[src/rtl/spi_readout_shifter.sv]
// spi_readout_shifter
// ---------------------------------------------------------------------------
// Readout transmitter for the SPI peripheral. When msg_flag strobes, the byte
// addressed by addr is taken from the flat register image and latched. The
// latched byte is then shifted out MSB-first on serial_out over the following
// sclk rising edges. A new frame can start on the edge right after the final
// bit, so frames follow each other with no gap. A msg_flag that arrives
// mid-frame is ignored and sets the sticky overrun flag.
//
// Optional feature: define READOUT_PARITY_EN to append an even-parity bit
// after bit 0, giving 9-bit frames. When the macro is not defined, frames
// are 8 bits long.
//
// Parameters:
//   NUM_REGS   number of 8-bit registers in reg_bus (valid addr 0..NUM_REGS-1)
//   OOR_VALUE  byte sent for addr >= NUM_REGS
// Ports:
//   sclk        in   serial clock, rising-edge active
//   rstn        in   asynchronous active-low reset
//   msg_flag    in   one-cycle word-complete strobe (load request)
//   addr        in   [7:0] register address, sampled with msg_flag
//   reg_bus     in   [8*NUM_REGS-1:0] register image, byte a at [8a+7:8a]
//   serial_out  out  registered serial data
//   busy        out  frame in progress
//   frame_done  out  pulse on the edge that presents the final bit of a frame
//   overrun     out  sticky, a msg_flag arrived mid-frame
// ---------------------------------------------------------------------------
module spi_readout_shifter #(
  parameter int          NUM_REGS  = 60,
  parameter logic [7:0]  OOR_VALUE = 8'hEE
) (
  input  logic                  sclk,
  input  logic                  rstn,
  input  logic                  msg_flag,
  input  logic [7:0]            addr,
  input  logic [8*NUM_REGS-1:0] reg_bus,
  output logic                  serial_out,
  output logic                  busy,
  output logic                  frame_done,
  output logic                  overrun
);

  typedef enum logic [1:0] {
    IDLE   = 2'd0,
    SHIFT  = 2'd1,
    PARITY = 2'd2
  } state_t;

  state_t     state_q, state_d;
  logic [7:0] shift_q, shift_d;
  logic [2:0] cnt_q, cnt_d;
  logic       serial_q, serial_d;
  logic       busy_q, busy_d;
  logic       done_q, done_d;
  logic       overrun_q, overrun_d;
`ifdef READOUT_PARITY_EN
  logic       parity_q, parity_d;
`endif

  // Split the flat register image into bytes.
  logic [7:0] reg_bytes [NUM_REGS];

  genvar gi;
  generate
    for (gi = 0; gi < NUM_REGS; gi++) begin : g_bytes
      assign reg_bytes[gi] = reg_bus[8*gi +: 8];
    end
  endgenerate

  // Byte select. Address 0 is reserved and always reads as zero.
  logic [7:0] sel_byte;
  always_comb begin
    sel_byte = OOR_VALUE;
    if (addr == 8'd0) begin
      sel_byte = 8'h00;
    end else begin
      for (int i = 1; i < NUM_REGS; i++) begin
        if (int'(addr) == i) sel_byte = reg_bytes[i];
      end
    end
  end

  always_comb begin
    logic load;
    logic frame_end;

    state_d   = state_q;
    shift_d   = shift_q;
    cnt_d     = cnt_q;
    serial_d  = serial_q;
    busy_d    = busy_q;
    done_d    = 1'b0;
    overrun_d = overrun_q;
`ifdef READOUT_PARITY_EN
    parity_d  = parity_q;
`endif
    load      = 1'b0;
    frame_end = 1'b0;

    case (state_q)
      IDLE: begin
        serial_d = 1'b0;
        busy_d   = 1'b0;
        load     = msg_flag;
      end

      SHIFT: begin
        if (cnt_q != 3'd0) begin
          // The next lower bit sits at [6] before this shift.
          shift_d  = {shift_q[6:0], 1'b0};
          serial_d = shift_q[6];
          cnt_d    = cnt_q - 3'd1;
          if (msg_flag) overrun_d = 1'b1;
`ifndef READOUT_PARITY_EN
          done_d   = (cnt_q == 3'd1);
`endif
        end else begin
`ifdef READOUT_PARITY_EN
          // Bit 0 is on the pin but the parity bit still has to follow, so a
          // load request is still mid-frame here.
          state_d  = PARITY;
          serial_d = parity_q;
          done_d   = 1'b1;
          if (msg_flag) overrun_d = 1'b1;
`else
          frame_end = 1'b1;
`endif
        end
      end

`ifdef READOUT_PARITY_EN
      PARITY: frame_end = 1'b1;
`endif

      default: begin
        state_d  = IDLE;
        serial_d = 1'b0;
        busy_d   = 1'b0;
      end
    endcase

    // The final bit is on the pin. A load request on this edge starts the
    // next frame directly, so no idle 0 bit is inserted between frames.
    if (frame_end) begin
      if (msg_flag) begin
        load = 1'b1;
      end else begin
        state_d  = IDLE;
        serial_d = 1'b0;
        busy_d   = 1'b0;
      end
    end

    if (load) begin
      shift_d  = sel_byte;
      serial_d = sel_byte[7];
      cnt_d    = 3'd7;
      state_d  = SHIFT;
      busy_d   = 1'b1;
`ifdef READOUT_PARITY_EN
      parity_d = ^sel_byte;
`endif
    end
  end

  always_ff @(posedge sclk or negedge rstn) begin
    if (!rstn) begin
      state_q   <= IDLE;
      shift_q   <= 8'h00;
      cnt_q     <= 3'd0;
      serial_q  <= 1'b0;
      busy_q    <= 1'b0;
      done_q    <= 1'b0;
      overrun_q <= 1'b0;
`ifdef READOUT_PARITY_EN
      parity_q  <= 1'b0;
`endif
    end else begin
      state_q   <= state_d;
      shift_q   <= shift_d;
      cnt_q     <= cnt_d;
      serial_q  <= serial_d;
      busy_q    <= busy_d;
      done_q    <= done_d;
      overrun_q <= overrun_d;
`ifdef READOUT_PARITY_EN
      parity_q  <= parity_d;
`endif
    end
  end

  assign serial_out = serial_q;
  assign busy       = busy_q;
  assign frame_done = done_q;
  assign overrun    = overrun_q;

endmodule

[config.mk]
export PLATFORM = sky130hd
export DESIGN_NAME = spi_readout_shifter
export DESIGN_NICKNAME = d
export VERILOG_FILES = /design/src/rtl/spi_readout_shifter.sv
export SDC_FILE = /design/constraint.sdc
export NUM_CORES = 1
export LEC_CHECK = 0
export CORE_AREA = 8 8 186 188
export CTS_BUF_LIST = sky130_fd_sc_hd__clkbuf_8
export DETAILED_ROUTE_END_ITERATION = 16
export DIE_AREA = 0 0 194 196
export PLACE_DENSITY = 0.54
export SETUP_SLACK_MARGIN = 0.1
export SLEW_MARGIN = 25
export SYNTH_ARGS = -nofsm -noshare
export SYNTH_HDL_FRONTEND = slang
export SYNTH_SLANG_ARGS = --single-unit
[constraint.sdc]
create_clock -name sclk -period 5.89 [get_ports sclk]
set_input_delay 0.589 -clock sclk [delete_from_list [all_inputs] [get_ports sclk]]
set_output_delay 0.589 -clock sclk [all_outputs]
set_load 0.01 [all_outputs]
Word level (Yosys, flattened, before mapping)
Index checks and enable logic that the tools add are counted. Widths: inputs -> output; s select.

Add/subtract/negate cells: 1. Equal/unequal tests: 61. Multiplexer cells: 86. Reduce and logical (&&, ||, !) cells: 8.

Operators by type and width (number): $mux 8 (60); $eq 8x7->1 const B (28); $eq 8x6->1 const B (16); $eq 8x5->1 const B (8); $eq 8x4->1 const B (4); $mux 7 (3); $eq 8x3->1 const B (2); $mux 1 (16); $mux 3 (3); $eq 8x2->1 const B (1); $logic_not 8->1 (1); $mux 2 (4); $reduce_bool 2->1 (2); $eq 3x1->1 const B (1); $reduce_and 3->1 (1); $reduce_bool 3->1 (1); $sub 3x1->3 const B (1); $eq 2x1->1 const B (1); $logic_not 2->1 (1); $reduce_and 2->1 (1); $reduce_or 2->1 (1).

Flip-flop bits (word level): 16. Input bits: 491. Output and inout port bits: 4. Logic and storage cells: 163.

Longest topological paths before layout
Gate-level depths: netlist of the first run.

Depth in word-level cells: 62. Depth in mapped cells: 12. Gate-level depth less buffers: 9.

Worst setup path after synthesis of the first run
OpenSTA, ideal clock, no wires.

Path type: input -> register. Start: input addr[6]. End: register serial_q, in the netlist serial_out. Arrival: 2268 ps. Setup slack: 3495 ps. Cell stages on the path: 9. Path through: buf_6 or4_1 buf_2 o32ai_2 a222oi_1 o32a_1 o211a_1 o211ai_1 a21oi_1.

Longest elaborated chain between the ends: 62. Elaborated cells on any way between the ends: 121.

RTL lines: start: declaration (RTL line 35) `input logic [7:0] addr,`; $eq 8x2->1 (RTL line 78) `if (int'(addr) == i) sel_byte = reg_bytes[i];`; $mux 8 (59 in a row) (RTL line 78); $mux 8 * (RTL line 74) `if (addr == 8'd0) begin`; $mux 1 * (RTL line 154) `if (load) begin`; net serial_d (RTL line 52) `logic serial_q, serial_d;`; end signal: assignment (RTL line 182) `serial_q <= serial_d;`; end: declaration (RTL line 52).

The timed path passes the listed nets; every way through them passes the cells marked *. A chain may end at the register's enable or synchronous reset.

Worst setup path after layout of the first run
Start: input addr[0]. End: register shift_q[2].

Longest elaborated chain between the ends: 62. Elaborated cells on any way between the ends: 121.

RTL lines: $eq 8x2->1 (RTL line 78); $mux 8 (59 in a row) (RTL line 78); $mux 8 * (RTL line 74); $mux 7 * (RTL line 154); end signal: assignment (RTL line 180) `shift_q <= shift_d;`; end: declaration (RTL line 50) `logic [7:0] shift_q, shift_d;`.

Every way passes the cells marked *; elsewhere a longest branch is shown, timed or not.

==> results of run 1 <==
through the flow:
| step | hold slack, ps | util |
|---|---|---|
| 4_1_cts | 475 | 0.371 |
| 3_5_place_dp | 462 | 0.369 |
| 6_report | 463 | 0.372 |
| 5_1_grt | 482 | 0.372 |
| 3_3_place_gp | 442 | 0.369 |
| 2_1_floorplan | 293 | - |
sequential cells by signal (all words and copies together) (netlist names):
name and flops:
cnt_q 3, overrun 1, serial_out 1, frame_done 1
shift_q 7, busy 1, state_q 2
final cells by class:
class                   instances  share of cell area
clock buffers                   4             0.00464
multi-input cells             847               0.478
well taps                     408              0.0430
repair buffers                521               0.431
flip-flops and latches         16              0.0338
diodes                         17             0.00359
inverters                      18             0.00570
logic make-up (layout without fill, tap and decap cells):
family,count (synthesis),count (layout)
AO/OA/AOI/OAI,488,488
XOR/XNOR,2,2
adder cells (fa/ha/maj),3,3
buffers and inverters,126,543
flip-flops,16,16
multiplexers,40,40
other,1,18
AND/OR/NAND/NOR,313,313
cell usage after synthesis (13+ instances only):
library cell / number / area share
o21ai_0: 89 / 0.066
a31oi_1: 22 / 0.020
mux2i_1: 23 / 0.034
a221o_1: 13 / 0.019
nand3_1: 22 / 0.016
dfrtp_1: 16 / 0.059
nor3_1: 31 / 0.023
clkbuf_1: 25 / 0.014
o211ai_1: 28 / 0.031
nand2_1: 75 / 0.042
buf_6: 15 / 0.025
o221ai_1: 20 / 0.026
mux2_2: 16 / 0.027
a221oi_1: 27 / 0.035
buf_2: 45 / 0.033
a211oi_1: 25 / 0.028
nor2_1: 77 / 0.043
o22ai_1: 50 / 0.046
buf_4: 20 / 0.022
a21oi_1: 81 / 0.060
a22oi_1: 25 / 0.028
inv_1: 16 / 0.0089
power breakdown:
group	total, mW	switching (mW)	leakage [nW]	internal [mW]
clock	0.104	0.0441	0.0289	0.0595
combinational	0.779	0.362	3.78	0.417
sequential	0.141	0.0136	0.185	0.128
routing by layer:
layer | vias up | part of all wire | track usage
met5 | - | 0.00094 | 0
met4 | 10 | 0.028 | 0.0803
met3 | 109 | 0.098 | 0.0740
met2 | 772 | 0.47 | 0.520
met1 | 5499 | 0.40 | 0.392
li1 | 4818 | - | -
worst paths after layout:
check	start	end	slack (ps)	cells past startpoint
max in group asynchronous	rstn	cnt_q[2]	4580	1
worst max-delay path	addr[0]	shift_q[2]	2120	9
worst min-delay path	cnt_q[2]	frame_done	460	1
worst max register to register	cnt_q[0]	shift_q[5]	3140	8
worst min register to register	cnt_q[2]	frame_done	460	1
min in group asynchronous	rstn	frame_done	790	1
==> reports/results.tsv, run 1 <==
stage	metric	value	unit
outcome	status	finished, final reports clean	
clocking	Max Root-Sink Buffers	2	
clocking	# H-tree levels	1	
sta	Fin Clk Skew	16.4	ps
placed_design	Place WS	1880	ps
global_routing	pin count of the biggest net entering global routing	66	
finish	commonest non-fill, non-tap cell in the layout	clkdlybuf4s50_1	
setup_path	critical path endpoint category	flip-flop	
setup_path	startpoint types	input port	
setup_path	worst path bufs/invs	2	
finish	Seq. cell area	400	um2
hold_path	worst min path class	reg -> reg	
logic_synthesis	synthesized area	0.00676	mm2
logic_synthesis	largest family of logic cells by synthesized area	compound AO/OA/AOI/OAI gates	
placed_design	port bufs	486	
finish	Finished Layout Cells	1831	
logic_synthesis	Avg Cell Area, Syn	6.83	um2
logic_synthesis	Post-Synth XOR/XNOR Area	0.00259	
logic_synthesis	yosys warns	0	
placed_design	Post-Place Cells	1810	
setup_path	Critical Path RT	6040	ps
setup_path	Crit path max-delay family	compound AO/OA/AOI/OAI gates	
global_routing	gr usage total	0.310	
placed_design	DP Wirelength	49900	um
power_and_ir_drop	total power	1.02	mW
sta	Rel. slew slack	0.343	
finish	most frequent cells in the layout	clkdlybuf4s50_1, o21ai_0, a21oi_1	
sta	setup violators final	0	
logic_synthesis	Post-synth EDFFs	0	
clocking	CTS buffer count	3	
sta	max-slew violations	0	
logic_synthesis	syn_nets	1483	
setup_path	critical path's slowest cell	nand4b_2	
floorplan	I/O pin cnt	495	
sta	Highest Clock Rate	265	MHz
floorplan	Starting Density	0.212	
sta	setup TNS	0	ps
setup_path	largest fanout on the critical path	44	
sta	final setup margin	2120	ps
global_routing	initial antenna violation count	18	
sta	crit path time final	3770	ps
power_and_ir_drop	Cell Pwr Density	86.4	mW/mm2
global_routing	GRT overflow	0	
drt	ANT nets after route	0	
drt	vias	11200	
placed_design	placed cell areas	0.0118	mm2
logic_synthesis	fraction of the yosys area taken by sequential cells	0.0593	
logic_synthesis	Adder-Cell Fraction of Synth Area	0.00556	
logic_synthesis	distinct cell type count of the synthesized netlist	101	
floorplan	CORE AREA	0.0319	mm2
power_and_ir_drop	VDD IR max	0.0000635	V
logic_synthesis	Gate Count Post-Synth	989	
drt	WL/cell	34.5	um
floorplan	Cell Rows	66	
clocking	post-CTS sizing	0	
sta	unrepaired setup endpoints after global routing	false	
clocking	worst skew pair latency	270	ps
sta	Tcrit/Tclk final	0.639	
global_routing	first-pass GRT wire length	86600	um
clocking	Reg clk slew, reported paths	80	ps
floorplan	Die Y	196	um
clocking	clk sinks	16	
clocking	Hold-fix buffers, CTS	0	
setup_path	crit-path max cell delay	780	ps
floorplan	die footprint	0.0380	mm2
power_and_ir_drop	Static Leak	3.99	nW
finish	Area Growth Syn to Fin	75.6	%
setup_path	WS Path Type	in -> reg	
logic_synthesis	dominant synthesized flop cell	dfrtp_1	
clocking	Setup Fix Bufs, Post-CTS	0	
sta	final hold vios	0	
finish	Fillers	3471	
logic_synthesis	Synth Area in Simple Gates	0.262	
global_routing	vias in the first global route	11400	
drt	# DRC	0	
finish	Layout Cell Area excl Fill	0.0119	mm2
placed_design	gpl congestion	0.948	
setup_path	crit-path cells	buf_4, buf_4, nand4b_2, o221ai_1, nor3_1, o22ai_1, o311ai_0, a311oi_1, nor3_1	
logic_synthesis	Synth async-reset ratio	1.00	
finish	# nets final	1901	
setup_path	critical path arrival	3910	ps
logic_synthesis	Seq cells post-synth	16	
logic_synthesis	post-synthesis mux area share	0.0641	
job	total of max-cap violations	0	
finish	share of post-route cells with drive strength above 1	0.0754	
drt	average vias per placed instance	6.12	
drt	1st-iter DRT viols	1284	
floorplan	die width	194	um
drt	DRT Wirelength	63100	um
logic_synthesis	complex-gate fraction of the synthesized area	0.498	
clocking	Root Buffer Master	clkbuf_8	
drt	TritonRoute pass-1 iters	6	
clocking	CTS tree	yes	
sta	Slew @ Worst Pin	961	ps
finish	footprint of the multi-input gates	0.00567	mm2
Note: power is estimated with default switching activity, not from simulation.
==> inputs of run 2 (changes only) <==
==> constraint.sdc (replaced) <==
create_clock -name sclk -period 3.8 [get_ports sclk]
set_input_delay 0.38 -clock sclk [delete_from_list [all_inputs] [get_ports sclk]]
set_output_delay 0.38 -clock sclk [all_outputs]
set_load 0.01 [all_outputs]
==> run 2 against run 1 <==
  * Sequential share of layout area is 0.13 points lower
  * Critical endpoint is now shift_q[3]
  * Critical path type unchanged
  * Largest power group unchanged
  * Die area stayed put
  * Final area is 4.0% higher
  * Cell count is 3.1% higher
  * Highest routed layer unchanged
  * Power is 59% higher
==> reports/results.tsv, run 2 (synthesis results as in run 1) <==
stage	metric	value	unit
placed_design	port bufs	486	
finish	Biggest register	shift_q	
finish	most frequent cells in the layout	clkdlybuf4s50_1, buf_4, o21ai_0	
drt	1st-iter DRT viols	1147	
sta	setup TNS	0	ps
floorplan	I/O pin cnt	495	
setup_path	crit-path cells	clkdlybuf4s50_1, buf_4, or4b_4, nor2_1, a221o_1, o22ai_1, o21bai_1, a31oi_1, o22ai_1	
finish	share of post-route cells with drive strength above 1	0.110	
power_and_ir_drop	total power	1.63	mW
finish	Area Growth Syn to Fin	82.5	%
setup_path	Critical Path RT	3980	ps
setup_path	Critical Path End	shift_q[3]	
setup_path	worst reg2reg setup slack	1090	ps
finish	footprint of the multi-input gates	0.00567	mm2
power_and_ir_drop	Cell Pwr Density	132	mW/mm2
finish	# nets final	1959	
setup_path	critical path arrival	3330	ps
placed_design	placed cell areas	0.0122	mm2
clocking	clk sinks	16	
placed_design	Place WS	510	ps
global_routing	most used routing layer	met2	
placed_design	gpl congestion	0.971	
drt	DRT Wirelength	63600	um
hold_path	hold_sp	overrun	
sta	Fin Clk Skew	2.42	ps
sta	setup violators final	0	
sta	Highest Clock Rate	317	MHz
setup_path	r2r endpoint	shift_q[1]	
clocking	worst skew pair latency	260	ps
global_routing	initial antenna violation count	21	
finish	Fillers	3408	
power_and_ir_drop	clock share of power	0.100	
floorplan	Starting Density	0.212	
finish	max reg flops	7	
power_and_ir_drop	Static Leak	4.28	nW
setup_path	largest fanout on the critical path	15	
sta	final setup margin	649	ps
power_and_ir_drop	Net Sw Frac	0.404	
finish	commonest non-fill, non-tap cell in the layout	clkdlybuf4s50_1	
clocking	CTS tree	yes	
setup_path	crit-path max cell delay	690	ps
drt	vias	11400	
floorplan	die footprint	0.0380	mm2
drt	ANT nets after route	0	
clocking	Max Root-Sink Buffers	2	
clocking	Reg clk slew, reported paths	70	ps
sta	unrepaired setup endpoints after global routing	false	
global_routing	pin count of the biggest net entering global routing	56	
sta	final hold vios	0	
floorplan	Cell Rows	66	
sta	crit path time final	3150	ps
setup_path	most used cell along the critical path	o22ai_1	
clocking	# H-tree levels	1	
drt	average vias per placed instance	6.02	
floorplan	CORE AREA	0.0319	mm2
clocking	Setup Fix Bufs, Post-CTS	0	
global_routing	first-pass GRT wire length	88100	um
setup_path	critical path's slowest cell	or4b_4	
global_routing	gr usage total	0.314	
hold_path	worst min path class	reg -> reg	
finish	Seq. cell area	400	um2
finish	Layout Cell Area excl Fill	0.0123	mm2
drt	WL/cell	33.7	um
setup_path	WS Path Type	in -> reg	
finish	biggest regs	shift_q: 7 flops, cnt_q: 3 flops, state_q: 2 flops	
sta	Slew @ Worst Pin	953	ps
global_routing	met2 GRT Util	0.527	
floorplan	Die Y	196	um
power_and_ir_drop	Switch Pwr	0.658	mW
clocking	CTS buffer count	3	
global_routing	M1 GR Usage	0.392	
placed_design	DP Wirelength	52000	um
job	total of max-cap violations	0	
outcome	status	finished, final reports clean	
setup_path	startpoint types	input port	
power_and_ir_drop	Seq pwr share	0.136	
global_routing	GRT overflow	0	
sta	Tcrit/Tclk final	0.829	
setup_path	FF-to-FF path depth	9	
clocking	post-CTS sizing	0	
setup_path	launching point of the worst reg2reg path	cnt_q[0]	
sta	max-slew violations	0	
clocking	Root Buffer Master	clkbuf_8	
power_and_ir_drop	Cell Int Power	0.969	mW
power_and_ir_drop	VDD IR max	0.0000929	V
drt	# DRC	0	
setup_path	critical path endpoint category	flip-flop	
sta	Rel. slew slack	0.348	
setup_path	Setup crit start	addr[7]	
floorplan	die width	194	um
global_routing	vias in the first global route	11900	
power_and_ir_drop	combinational share of power	0.765	
clocking	Hold-fix buffers, CTS	0	
drt	TritonRoute pass-1 iters	5	
finish	Finished Core Util	0.387	
global_routing	met3 Use GR	0.0732	
run 2: how the worst min path moves through the flow:
stage | to | slack, ps | cells after the start
floorplan | busy | 80 | 0
global placement | overrun | 440 | 1
detailed placement | overrun | 450 | 1
CTS | overrun | 470 | 1
global route | overrun | 500 | 1
finish | overrun | 470 | 1
run 2: power groups by stage:
stage	clock, mW	sequential, mW	combinational (mW)
after global placement	0	0.221	1.22
after floorplan	0	0.217	0.439
after CTS	0.163	0.220	1.23
after global routing	0.175	0.224	1.31
final	0.162	0.221	1.24
after detailed placement	0	0.223	1.22
run 2: stage by stage:
stage | instances | hold slack, ps
final | 1887 | 471
after global routing | 1884 | 502
after CTS | 1872 | 468
after detailed placement | 1868 | 455
after global placement | 1868 | 441
after floorplan | 989 | 84.4
run 2: layer usage:
metal  share of wire  vias up
met5          0.0013        -
met4           0.036       12
met3           0.091      128
met2            0.47      729
met1            0.40     5547
li1                -     4938
run 2: area by class of cell:
type                       count  share of cell area
clock buffer                   4             0.00446
sequential                    16              0.0325
tap                          408              0.0414
inverter                      18             0.00548
antenna                       15             0.00304
multi-input combinational    847               0.460
timing repair buffer         579               0.453
run 2: worst max-delay path: cells and delay by family:
kind | cells | cell delay [ps]
compound gates | 5 | 1040
simple gates | 2 | 1270
buf+inv | 2 | 610
==> inputs of run 3 (changes only) <==
==> constraint.sdc (replaced) <==
create_clock -name sclk -period 3.1 [get_ports sclk]
set_input_delay 0.31 -clock sclk [delete_from_list [all_inputs] [get_ports sclk]]
set_output_delay 0.31 -clock sclk [all_outputs]
set_load 0.01 [all_outputs]
==> run 3 against run 2 <==
  * Non-clock buffer count grew 59
  * Die area unchanged
  * First-iteration DRC count shrank 6.5%
  * Sequential cell count did not move
  * Hold slack gained 2.0 ps
  * Setup slack got worse by 380 ps
  * Core utilization increased by 1.7 points
  * Largest cell class is now buffers
==> reports/results.tsv, run 3 (synthesis results as in run 1) <==
stage	metric	value	unit
global_routing	first-pass GRT wire length	89000	um
finish	commonest non-fill, non-tap cell in the layout	clkdlybuf4s50_1	
clocking	Max Root-Sink Buffers	2	
finish	most frequent cells in the layout	clkdlybuf4s50_1, buf_4, o21ai_0	
finish	# nets final	2018	
finish	Area Growth Syn to Fin	90.3	%
sta	max-slew violations	0	
sta	Highest Clock Rate	353	MHz
setup_path	launching point of the worst reg2reg path	cnt_q[0]	
power_and_ir_drop	Cell Int Power	1.23	mW
power_and_ir_drop	VDD IR max	0.000113	V
floorplan	I/O pin cnt	495	
sta	Fin Clk Skew	8.07	ps
floorplan	die width	194	um
clocking	CTS buffer count	3	
drt	WL/cell	33.2	um
hold_path	WHS Endpoint	overrun	
global_routing	GRT overflow	0	
outcome	status	finished, final reports clean	
setup_path	worst path bufs/invs	2	
sta	Rel. slew slack	0.414	
drt	1st-iter DRT viols	1072	
finish	Fillers	3414	
setup_path	CP Depth	8	
clocking	Hold-fix buffers, CTS	0	
finish	Biggest register	shift_q	
global_routing	gr usage total	0.319	
sta	Slew @ Worst Pin	878	ps
sta	Tcrit/Tclk final	0.914	
drt	TritonRoute pass-1 iters	6	
clocking	clk sinks	16	
hold_path	hold_sp	overrun	
floorplan	die footprint	0.0380	mm2
hold_path	Hold Path Stages	1	
clocking	Setup Fix Bufs, Post-CTS	0	
setup_path	crit-path max cell delay	740	ps
clocking	Reg clk slew, reported paths	80	ps
floorplan	CORE AREA	0.0319	mm2
setup_path	critical path arrival	2980	ps
power_and_ir_drop	Cell Pwr Density	161	mW/mm2
power_and_ir_drop	Net Sw Frac	0.404	
drt	DRT Wirelength	64400	um
drt	ANT nets after route	0	
clocking	post-CTS sizing	0	
finish	biggest regs	shift_q: 7 flops, cnt_q: 3 flops, state_q: 2 flops	
power_and_ir_drop	Seq pwr share	0.130	
global_routing	vias in the first global route	12100	
sta	final hold vios	0	
floorplan	Cell Rows	66	
drt	met3 wire len	5640	um
sta	setup TNS	0	ps
setup_path	crit-path cells	clkdlybuf4s50_1, or4_1, buf_4, a221oi_1, a32oi_1, a221o_1, a31oi_1, o21ai_1	
finish	share of post-route cells with drive strength above 1	0.144	
job	total of max-cap violations	0	
setup_path	largest fanout on the critical path	6	
setup_path	worst reg2reg setup slack	680	ps
sta	crit path time final	2830	ps
sta	unrepaired setup endpoints after global routing	false	
power_and_ir_drop	combinational share of power	0.773	
floorplan	Die Y	196	um
hold_path	worst min path class	reg -> reg	
drt	# DRC	0	
drt	vias	11500	
clocking	Root Buffer Master	clkbuf_8	
floorplan	Starting Density	0.212	
power_and_ir_drop	total power	2.07	mW
placed_design	DP Wirelength	53800	um
finish	max reg flops	7	
setup_path	critical path's slowest cell	or4_1	
clocking	# H-tree levels	1	
drt	max layer used	met5	
clocking	CTS tree	yes	
power_and_ir_drop	clock share of power	0.097	
finish	Layout Cell Area excl Fill	0.0129	mm2
drt	average vias per placed instance	5.94	
setup_path	startpoint types	input port	
placed_design	gpl congestion	0.946	
power_and_ir_drop	Static Leak	4.61	nW
global_routing	pin count of the biggest net entering global routing	47	
sta	setup violators final	0	
power_and_ir_drop	Switch Pwr	0.836	mW
clocking	worst skew pair latency	260	ps
global_routing	initial antenna violation count	9	
setup_path	r2r endpoint	shift_q[2]	
drt	M1 wire length	25900	um
setup_path	Critical Path RT	3250	ps
drt	met2 WL	30200	um
setup_path	WS Path Type	in -> reg	
setup_path	FF-to-FF path depth	9	
placed_design	placed cell areas	0.0128	mm2
setup_path	critical path endpoint category	flip-flop	
setup_path	Crit path max-delay family	compound AO/OA/AOI/OAI gates	
placed_design	port bufs	486	
-- run 3: cell types whose count changed in the layout (fill, tap and decap cells not counted), sizes merged --
cell   delta
diode     -7
buf      +59
-- run 3: worst reg2reg max path, stage by stage, from the launching register on --
cell	delay [ps]
dfrtp_1	410
inv_1	90
ha_1	170
nand2b_1	130
a211o_1	400
buf_4	200
a221oi_1	290
o211ai_1	190
a311oi_1	360
nor3_1	80
-- run 3: layout make-up --
cell class / count / area, um2 / share of cell area
inverters: 18 / 67.6 / 0.00525
clock buffers: 4 / 55.1 / 0.00428
flip-flops and latches: 16 / 400 / 0.0311
well taps: 408 / 510 / 0.0397
multi-input cells: 847 / 5660 / 0.440
diodes: 8 / 20.0 / 0.00156
repair buffers: 638 / 6140 / 0.478
-- run 3: worst max path at each step --
stage | start | end | slack, ps
CTS | addr[6] | shift_q[3] | 310
floorplan | addr[6] | serial_out | 980
finish | addr[6] | shift_q[6] | 270
global route | addr[6] | shift_q[6] | 190
global placement | addr[6] | shift_q[3] | 60
detailed placement | addr[6] | shift_q[3] | 50
-- run 3: power by group through the flow --
stage | clock network (mW) | logic, mW | registers [mW]
after floorplan | 0 | 0.539 | 0.265
after global placement | 0 | 1.57 | 0.271
after detailed placement | 0 | 1.57 | 0.272
after CTS | 0.201 | 1.58 | 0.268
after global routing | 0.209 | 1.67 | 0.272
final | 0.200 | 1.60 | 0.269
-- run 3: stage by stage --
step,instances,setup slack [ps],utilization,hold slack (ps)
final,1939,266,0.403,473
after global routing,1938,189,0.403,498
after CTS,1931,305,0.403,480
after detailed placement,1927,47.0,0.401,464
after global placement,1927,56.9,0.401,441
after floorplan,989,984,-,14.4
-- run 3: layer usage --
metal,vias to the layer above,GRT usage
li1,5052,-
met1,5634,0.392
met2,703,0.535
met3,129,0.0768
met4,4,0.115
met5,-,0
